<file path="src/rtl/param_updown_counter.sv">
// rtl/param_updown_counter.sv - parametrised up/down counter with bounds, step, load and sticky flags
// Optional bounce mode (MODE 10) is built only when UPDN_CNT_BOUNCE_EN is defined.
module param_updown_counter #(
  parameter int WIDTH  = 8,
  parameter int STEP_W = 4
) (
  input  logic              CLK,
  input  logic              N_RST,
  input  logic              EN,
  input  logic              UP_DWN,
  input  logic              LOAD,
  input  logic [WIDTH-1:0]  LOAD_VAL,
  input  logic [STEP_W-1:0] STEP,
  input  logic [WIDTH-1:0]  MIN_VAL,
  input  logic [WIDTH-1:0]  MAX_VAL,
  input  logic [1:0]        MODE,
  input  logic              CLR_FLAGS,
  output logic [WIDTH-1:0]  COUNT,
  output logic              DIR,
  output logic              TC,
  output logic              OVF,
  output logic              UNF,
  output logic              AT_MAX,
  output logic              AT_MIN,
  output logic              CFG_ERR
);

  localparam int PAD = WIDTH + 1 - STEP_W;

  logic [WIDTH-1:0] count_q, count_d;
  logic             dir_q, dir_d;
  logic             tc_q, tc_d;
  logic             ovf_q, ovf_d;
  logic             unf_q, unf_d;

  logic             ovf_set, unf_set;
  logic             is_wrap, is_bounce, eff_up;
  logic [WIDTH:0]   step_ext, sum, diff;
  logic             over, under;
  logic [WIDTH-1:0] load_clamped;

  assign CFG_ERR = (MIN_VAL > MAX_VAL);
  assign AT_MAX  = (COUNT == MAX_VAL);
  assign AT_MIN  = (COUNT == MIN_VAL);

  assign is_wrap = (MODE == 2'b01);
`ifdef UPDN_CNT_BOUNCE_EN
  assign is_bounce = (MODE == 2'b10);
`else
  assign is_bounce = 1'b0;
`endif

  // Bounce mode steers by the registered direction; all other modes follow UP_DWN.
  assign eff_up = is_bounce ? dir_q : UP_DWN;

  assign step_ext = {{PAD{1'b0}}, STEP};
  assign sum      = {1'b0, count_q} + step_ext;
  assign diff     = {1'b0, count_q} - step_ext;
  assign over     = (sum > {1'b0, MAX_VAL});
  assign under    = diff[WIDTH] | (diff[WIDTH-1:0] < MIN_VAL);

  assign load_clamped = (LOAD_VAL < MIN_VAL) ? MIN_VAL :
                        (LOAD_VAL > MAX_VAL) ? MAX_VAL : LOAD_VAL;

  always_comb begin
    count_d = count_q;
    dir_d   = dir_q;
    tc_d    = 1'b0;
    ovf_set = 1'b0;
    unf_set = 1'b0;
    if (!CFG_ERR) begin
      if (LOAD) begin
        count_d = load_clamped;
        dir_d   = UP_DWN;
      end else if (EN) begin
        dir_d = is_bounce ? dir_q : UP_DWN;
        if (count_q < MIN_VAL) begin
          count_d = MIN_VAL;
        end else if (count_q > MAX_VAL) begin
          count_d = MAX_VAL;
        end else if (STEP != '0) begin
          if (eff_up) begin
            if (over) begin
              tc_d    = 1'b1;
              ovf_set = 1'b1;
              count_d = is_wrap ? MIN_VAL : MAX_VAL;
              if (is_bounce) dir_d = 1'b0;
            end else begin
              count_d = sum[WIDTH-1:0];
            end
          end else begin
            if (under) begin
              tc_d    = 1'b1;
              unf_set = 1'b1;
              count_d = is_wrap ? MAX_VAL : MIN_VAL;
              if (is_bounce) dir_d = 1'b1;
            end else begin
              count_d = diff[WIDTH-1:0];
            end
          end
        end
      end
    end
    // A flag being set this cycle takes precedence over a simultaneous clear.
    ovf_d = ovf_set | (ovf_q & ~CLR_FLAGS);
    unf_d = unf_set | (unf_q & ~CLR_FLAGS);
  end

  always_ff @(posedge CLK or negedge N_RST) begin
    if (!N_RST) begin
      count_q <= '0;
      dir_q   <= 1'b1;
      tc_q    <= 1'b0;
      ovf_q   <= 1'b0;
      unf_q   <= 1'b0;
    end else begin
      count_q <= count_d;
      dir_q   <= dir_d;
      tc_q    <= tc_d;
      ovf_q   <= ovf_d;
      unf_q   <= unf_d;
    end
  end

  assign COUNT = count_q;
  assign DIR   = dir_q;
  assign TC    = tc_q;
  assign OVF   = ovf_q;
  assign UNF   = unf_q;

endmodule

</file>
<file path="config.mk">
export PLATFORM = sky130hd
export DESIGN_NAME = param_updown_counter
export DESIGN_NICKNAME = d
export VERILOG_FILES = /design/src/rtl/param_updown_counter.sv
export SDC_FILE = /design/constraint.sdc
export NUM_CORES = 1
export LEC_CHECK = 0
export CORE_ASPECT_RATIO = 2
export CORE_MARGIN = 5
export CORE_UTILIZATION = 59
export DETAILED_ROUTE_END_ITERATION = 10
export GPL_TIMING_DRIVEN = 0
export PLACE_DENSITY = 0.88
export SLEW_MARGIN = 20
export SYNTH_ARGS = -nofsm -noshare
export SYNTH_HDL_FRONTEND = slang
export SYNTH_SLANG_ARGS = --single-unit
</file>
<file path="constraint.sdc">
create_clock -name CLK -period 6.7 [get_ports CLK]
set_input_delay 1.005 -clock CLK [delete_from_list [all_inputs] [get_ports CLK]]
set_output_delay 1.005 -clock CLK [all_outputs]
set_load 0.01 [all_outputs]
</file>
# ---- Word level (Yosys, flattened, before mapping)
# Index checks and enable logic that the tools add are counted.
dict set report word_totals {
  reg_bits 12
  output_inout_bits 15
  input_bits 36
}
dict set report op_classes {
  n_mux 41
  eq_ne 3
  n_bitwise 7
  n_lt_le_gt_ge 7
  n_reduce_logical 5
  n_addsub 2
}
# cell count
set ops {}
lappend ops {{$mux W8} 12}
lappend ops {{$mux W1} 29}
lappend ops {{$gt A8 B8 Y1} 3}
lappend ops {{$lt A8 B8 Y1} 3}
lappend ops {{$eq A8 B8 Y1} 2}
lappend ops {{$add A8 B4 Y9} 1}
lappend ops {{$gt A9 B8 Y1} 1}
lappend ops {{$sub A8 B4 Y9} 1}
lappend ops {{$reduce_bool A4 Y1} 2}
lappend ops {{$or A1 B1 Y1} 3}
lappend ops {{$reduce_and A3 Y1} 1}
lappend ops {{$and A1 B1 Y1} 2}
lappend ops {{$eq A2 B1 Y1 const B} 1}
lappend ops {{$not A1 Y1} 2}
lappend ops {{$reduce_and A2 Y1} 1}
lappend ops {{$reduce_bool A2 Y1} 1}

# ---- Logic depth before layout (Yosys ltp)
# Gate-level depths: netlist of run 1.
dict set report logic_depth {
  ltp_word 12
  ltp_mapped 16
  depth_no_buf 15
}

# ---- Worst setup path before layout of run 1
# OpenSTA, ideal clock, no wires.
dict set report synth_path {
  path_type {input to register}
  start {input port STEP[2]}
  end {register count_q[5] (netlist: COUNT[5])}
  required_time_ns 6.567
  path_buffers 1
  t_arrival_ns 4.029
  setup_time_ns 0.133
  slack_ns 2.538
  cell_stages 15
  cell_sequence {inv_1 > ha_1 > buf_2 > or3b_1 > a31oi_1 > o21ai_0 > xnor2_1 > ha_1 > and3_1 > and3_1 > a211oi_2 > nor2_4 > mux2_1 > a222oi_1 > a31oi_1}
}
dict set report synth_via {
  elab_chain_cells 10
}
# element line_no
set synth_rtl {}
lappend synth_rtl {{start: declaration} 13} ;# input logic [STEP_W-1:0] STEP,
lappend synth_rtl {{$sub A8 B4 Y9} 58} ;# assign diff = {1'b0, count_q} - step_ext;
lappend synth_rtl {{$lt A8 B8 Y1} 60} ;# assign under = diff[WIDTH] | (diff[WIDTH-1:0] < MIN_VAL);
lappend synth_rtl {{$or A1 B1 Y1} 60}
lappend synth_rtl {{$mux W8} 92} ;# if (under) begin
lappend synth_rtl {{$mux W8} 82} ;# if (eff_up) begin
lappend synth_rtl {{$mux W8} 81} ;# end else if (STEP != '0) begin
lappend synth_rtl {{$mux W8} 79} ;# end else if (count_q > MAX_VAL) begin
lappend synth_rtl {{$mux W8} 77} ;# if (count_q < MIN_VAL) begin
lappend synth_rtl {{$mux W8} 75} ;# end else if (EN) begin
lappend synth_rtl {{$mux W8} 72} ;# if (LOAD) begin
lappend synth_rtl {{end signal: assignment} 117} ;# count_q <= count_d;
lappend synth_rtl {{end: declaration} 30} ;# logic [WIDTH-1:0] count_q, count_d;
# Several ways; a longest one is shown, not always the timed one. The select of a mux whose other input is x is not followed.
# A chain may end at the register's enable or synchronous reset.

# ---- Final worst setup path of run 1
dict set report layout_path {
  start {input port STEP[2]}
  end {register count_q[7] (netlist: COUNT[7])}
}
# Same word-level chain as after synthesis.

==> results.tsv, run 1 <==
metric	value	unit
layout_min_cycle_time	5.05	ns
coreArea	0.00464	mm2
finalHoldViolations	0	
syn_avg_cell_area	8.06	um2
post_drt_wl_per_cell	21.1	um
holdBufCountCts	0	
path_clk_slew	0.06	ns
multiInputGateArea	0.00238	mm2
hold_end	DIR$_DFFE_PN1P_	
finalSetupTns	0	ns
die_w	59.1	um
hpwl	8120	um
gp_congestion	0.935	
status	finished clean	
seq_area	302	um2
nets	507	
fillerInstances	383	
cts_max_level	1	
overflow	0	
fin_crit_sh	75.4	%
finalMaxSlewViolations	0	
antenna_cells	0	
cts-resized-gates	0	
power_density	373	mW/mm2
async_flop_share	100	%
rsz0062_at_grt	no	
yosysWarnings	0	
cts_setup_buffers	0	
setup_viol	0	
cts_root_buffer	clkbuf_8	
holdPathStages	2	
via_count	3092	
r2r_start	COUNT[0]$_DFFE_PN0P_	
ioPinCount	51	
wl	9720	um
cp.required	6.79	ns
slew_headroom	50.7	%
r2r_cells	15	
drt_iter0_drc	157	
synth_ff_type	dfrtp_1	
groute.usage.overall	31.7	%
p_leak	1.59	nW
vias_per_cell	6.71	
post-route-util	74.5	%
worstSkewPairLatency	0.25	ns
synth_sequential_area_ratio	10.6	%
numCtsBuffers	3	
worstSetupEndpointType	flop	
cts_sinks	12	
synth_nets	453	
syn_to_final_growth	21.6	%
netlist_instances	353	
syn_area	0.00285	mm2
ys_ff_latch	12	
clock_skew	0.00327	ns
dieArea	0.00640	mm2
grt_max_degree	13	
start_util	61.3	%
die_h	108	um
place_area	0.00340	mm2
antenna_found_initial	0	
floorplan.rows	35	
critPathArrivalTime	5.15	ns
tightest_slew	0.734	ns
cts_tree	done	
crit_path_max_fanout	9	
max_clock_freq	198	MHz
yosysUniqueCellTypes	65	
max-vdd-ir-drop	0.274	mV
reg2reg_slack	2.38	ns
worstHoldStart	DIR$_DFFE_PN1P_	
grt_pass1_vias	3232	
start_kind	primary input	
drv_cap	0	
path_class	primary input to flop	
stdcell_area	0.00346	mm2
io_buffers	49	
remaining_drc_errors	0	
drive_gt1_share	7.39	%
rr_endpoint	COUNT[7]$_DFFE_PN0P_	
synth_edf_count	0	
hold_path.class	flop to flop	
cts_max_path_buffers	2	
drtAntennaViolNets	0	
drtPass1Iterations	7	
grt_first_pass_wirelength	15400	um
state kept, by name, indices dropped and copies added (netlist names):
register	cells
DIR	1
COUNT	8
TC	1
OVF	1
UNF	1
cell usage in the layout, fill, tap and decap left out, types with 9 or more instances in the layout:
cell type and count:
ha_1 62, clkdlybuf4s50_1 49, nand2_1 25, a21oi_1 22, inv_1 32, nor2_1 26
o21ai_0 10, nor2b_1 9, dfrtp_1 11, and3_1 11
worst max path at each step:
stage             from              endpoint  slack (ns)  cells after the start
2_1_floorplan  STEP[2]  COUNT[5]$_DFFE_PN0P_        2.54                     15
3_3_place_gp   STEP[2]  COUNT[7]$_DFFE_PN0P_        1.49                     16
3_5_place_dp   STEP[2]  COUNT[7]$_DFFE_PN0P_        1.46                     16
4_1_cts        STEP[2]  COUNT[7]$_DFFE_PN0P_        1.70                     16
5_1_grt        STEP[2]  COUNT[7]$_DFFE_PN0P_        1.44                     16
6_report       STEP[2]  COUNT[7]$_DFFE_PN0P_        1.65                     16
per-layer routing:
metal	GRT usage (%)	vias to the layer above	wire length, um
met4	21.1	0	594
met5	0	-	0
met3	3.58	46	638
met2	57.1	167	5210
li1	-	1443	-
met1	32.9	1436	3270
critical path, stage by stage:
cell and delay, ns:
clkdlybuf4s50_1 0.53, inv_1 0.06, ha_1 0.27, buf_2 0.17
or3b_1 0.38, a31oi_1 0.34, o21ai_0 0.15, xnor2_1 0.27
ha_1 0.32, and3_1 0.21, a211oi_1 0.26, a211oi_2 0.10
nor2_4 0.29, mux2_2 0.38, a221oi_2 0.25, a41oi_2 0.15
logic make-up after synthesis:
logic type	after synthesis	synth area share [%]
xor+xnor	12	3.69
compound gates	110	28.6
mux	9	3.52
simple gates	105	19.1
flops	12	10.6
fa+ha+maj	64	28.7
buf+inv	41	5.76
Yosys cell counts (4+ instances only):
| cell | n | area [um2] |
|---|---|---|
| ha_1 | 62 | 776 |
| inv_1 | 32 | 120 |
| nor2_1 | 26 | 97.6 |
| nand2_1 | 25 | 93.8 |
| a21oi_1 | 22 | 110 |
| and3_1 | 11 | 68.8 |
| dfrtp_1 | 11 | 275 |
| o21ai_0 | 10 | 50.1 |
| nor2b_1 | 9 | 56.3 |
| a21o_1 | 7 | 52.6 |
| a31oi_1 | 7 | 43.8 |
| nand3_1 | 7 | 35.0 |
| o21ai_1 | 7 | 35.0 |
| xnor2_1 | 7 | 61.3 |
| clkbuf_1 | 6 | 22.5 |
| mux2_2 | 6 | 67.6 |
| nand2b_1 | 6 | 37.5 |
| nand4_1 | 6 | 37.5 |
| a211oi_1 | 5 | 37.5 |
| xor2_1 | 5 | 43.8 |
| a211oi_2 | 4 | 50.1 |
| a22oi_1 | 4 | 30.0 |
| o211ai_1 | 4 | 30.0 |
| o21a_1 | 4 | 30.0 |
per-stage QoR:
stage	total power, W	hold slack, ns	setup slack [ns]	cells
floorplan	0.000871	0.483	2.54	353
global placement	0.00116	0.465	1.49	457
detailed placement	0.00119	0.471	1.46	457
CTS	0.00128	0.480	1.70	461
global route	0.00140	0.497	1.44	461
finish	0.00129	0.477	1.65	461
layout make-up:
class | count | share of cell area [%]
Clock buffer | 4 | 1.59
Sequential cell | 12 | 8.72
Multi-Input combinational cell | 300 | 68.8
Tap cell | 55 | 1.99
Buffer | 9 | 1.27
Inverter | 32 | 3.47
Timing Repair Buffer | 49 | 14.2
power by group:
group	switching [W]	internal, W	leakage (nW)
logic	0.000580	0.000468	1.42
clock network	0.0000305	0.0000521	0.0288
registers	0.0000621	0.0000978	0.143
No activity file was read; power rests on OpenSTA's default activity.
==> run 2: changes to the inputs <==
CORE_UTILIZATION = 49   (was 59)
PLACE_DENSITY = 0.78   (was 0.88)
clock period = 4.4 ns   (was 6.7 ns; I/O delays follow)
==> run 2 against run 1 <==
  * Final cell count increased by 2.2%
  * Wire length increased by 8.1%
  * Sequential cell count unchanged
  * Highest routed layer unchanged
  * Critical endpoint is now COUNT[5]$_DFFE_PN0P_
  * Non-clock buffer count increased by 4
  * Sequential share of layout area decreased by 0.46 points
  * Hold slack improved by 0.0020 ns
  * Via count decreased by 1.2%
  * First-iteration DRC count increased by 7.0%
  * Power increased by 80%
  * Global-route usage decreased by 4.0 points
  * Register-to-register slack got worse by 2.1 ns
==> results.tsv, run 2 (synthesis gave the netlist of run 1 again) <==
metric	value	unit	change
rsz0062_at_grt	no		
largest_register_ffs	8		unchanged
clock_skew	0.00568	ns	+0.00241 ns
antenna_cells	0		unchanged
io_buffers	49		unchanged
max-vdd-ir-drop	0.607	mV	+120%
p_int	0.00115	W	+87%
slew_headroom	44.9	%	-5.8 points
final_common_cell	ha_1		
wl	10500	um	+8.1%
cp.required	4.50	ns	-2.29 ns
syn_to_final_growth	28.3	%	
die_w	63.9	um	+8.1%
vias_per_cell	6.48		-3.3%
hold_path.class	flop to flop		
numCtsBuffers	3		unchanged
drtPass1Iterations	6		-1
groute.usage.overall	27.7	%	-4.0 points
coreArea	0.00571	mm2	+23%
antenna_found_initial	0		unchanged
tightest_slew	0.805	ns	+0.0714 ns
grt_pass1_vias	3159		-2.3%
remaining_drc_errors	0		unchanged
cts_root_buffer	clkbuf_16		
holdWs	0.479	ns	+0.00205 ns
gp_congestion	0.918		-1.9%
finalMaxSlewViolations	0		unchanged
cts_sinks	12		unchanged
floorplan.rows	39		+11%
worstSetupEndpointType	flop		
max_clock_freq	233	MHz	
stdcell_area	0.00365	mm2	+5.5%
post_drt_wl_per_cell	22.3	um	+5.8%
grt_max_degree	13		unchanged
start_util	49.8	%	-11 points
p_leak	1.65	nW	+3.8%
seqPwrFrac	10.7	%	-1.7 points
finalSetupTns	0	ns	unchanged
drt_iter0_drc	168		+7.0%
fin_crit_sh	97.6	%	
path_clk_slew	0.05	ns	about the same
path_class	primary input to flop		
power_density	636	mW/mm2	+71%
cts_max_level	1		unchanged
drive_gt1_share	11.2	%	+3.8 points
cts_tree	done		
via_count	3054		-1.2%
ioPinCount	51		unchanged
cts_max_path_buffers	2		unchanged
die_h	118	um	+8.8%
drv_cap	0		unchanged
final_cell_mix	60 x ha_1, 46 x clkdlybuf4s50_1, 32 x inv_1		
layout_min_cycle_time	4.29	ns	
finalHoldViolations	0		unchanged
critPathArrivalTime	4.39	ns	-0.76 ns
start_kind	primary input		
p_clk_share	7.8	%	+1.4 points
worstSkewPairLatency	0.25	ns	about the same
combPwrFrac	81.5	%	+0.3 points
place_area	0.00341	mm2	+0.22%
holdBufCountCts	0		unchanged
grt_first_pass_wirelength	16400	um	+6.3%
setup_viol	0		unchanged
status	finished clean		
drtAntennaViolNets	0		unchanged
overflow	0		unchanged
crit_path_max_fanout	8		-1
nets	511		+0.79%
switching_power	0.00117	W	+74%
hpwl	8540	um	+5.2%
p_sw_share	50.3	%	-1.8 points
dieArea	0.00752	mm2	+18%
==> run 2: final timing paths <==
check                                          start              endpoint  slack, ns  cells after the start
worst max-delay path                         STEP[2]  COUNT[5]$_DFFE_PN0P_       0.11                     16
worst min-delay path                 DIR$_DFFE_PN1P_       DIR$_DFFE_PN1P_       0.48                      2
worst max register to register  COUNT[2]$_DFFE_PN0P_  COUNT[5]$_DFFE_PN0P_       0.30                     14
worst min register to register       DIR$_DFFE_PN1P_       DIR$_DFFE_PN1P_       0.48                      2
max in group asynchronous                      N_RST  COUNT[6]$_DFFE_PN0P_       3.18                      1
min in group asynchronous                      N_RST  COUNT[7]$_DFFE_PN0P_       0.81                      1
==> run 2: metal layers <==
metal	vias up	routed length (um)	GRT usage (%)
met5	-	0	0
met1	1453	3790	29.8
met2	112	5800	51.5
li1	1447	-	-
met4	0	561	14.7
met3	42	351	1.34
==> run 2: stage by stage <==
step | std cells | setup slack (ns) | util (%) | total power, W
finish | 471 | 0.106 | 63.9 | 0.00232
global route | 471 | 0.0208 | 63.9 | 0.00248
CTS | 471 | 0.0181 | 63.1 | 0.00224
detailed placement | 463 | -0.599 | 59.8 | 0.00182
global placement | 463 | -0.595 | 59.8 | 0.00180
floorplan | 353 | 0.583 | - | 0.00133
==> run 2: power groups by stage <==
stage	clock network (W)	logic, W	registers [W]
5_1_grt	0.000184	0.00204	0.000253
3_3_place_gp	0	0.00155	0.000247
6_report	0.000182	0.00189	0.000248
3_5_place_dp	0	0.00157	0.000247
4_1_cts	0.000180	0.00181	0.000245
2_1_floorplan	0	0.00110	0.000223
==> run 2: worst max-delay path: stages <==
cell           delay, ns
dlygate4sd2_1       0.27
inv_1               0.06
ha_1                0.28
buf_2               0.17
or3b_4              0.40
a31oi_4             0.19
o21ai_0             0.13
xnor2_1             0.25
ha_1                0.28
and3_1              0.24
a211oi_2            0.29
a211oi_4            0.09
nor2_4              0.15
mux2_1              0.36
a222oi_1            0.38
a31oi_1             0.17
==> run 2: area by class of cell <==
class                           instances  area, um2
Multi-Input combinational cell        300       2490
Fill cell                             524       2060
Timing Repair Buffer                   54        541
Sequential cell                        12        302
Inverter                               32        120
Clock buffer                            4       78.8
Tap cell                               61       76.3
Buffer                                  8       40.0
==> run 2: timing repair <==
item	CTS	global route
resized for setup	14	8
cloned	0	0
hold endpoints to repair	0	0
setup buffers	5	0
endpoints found under the setup margin	9	8
pin swaps	6	3
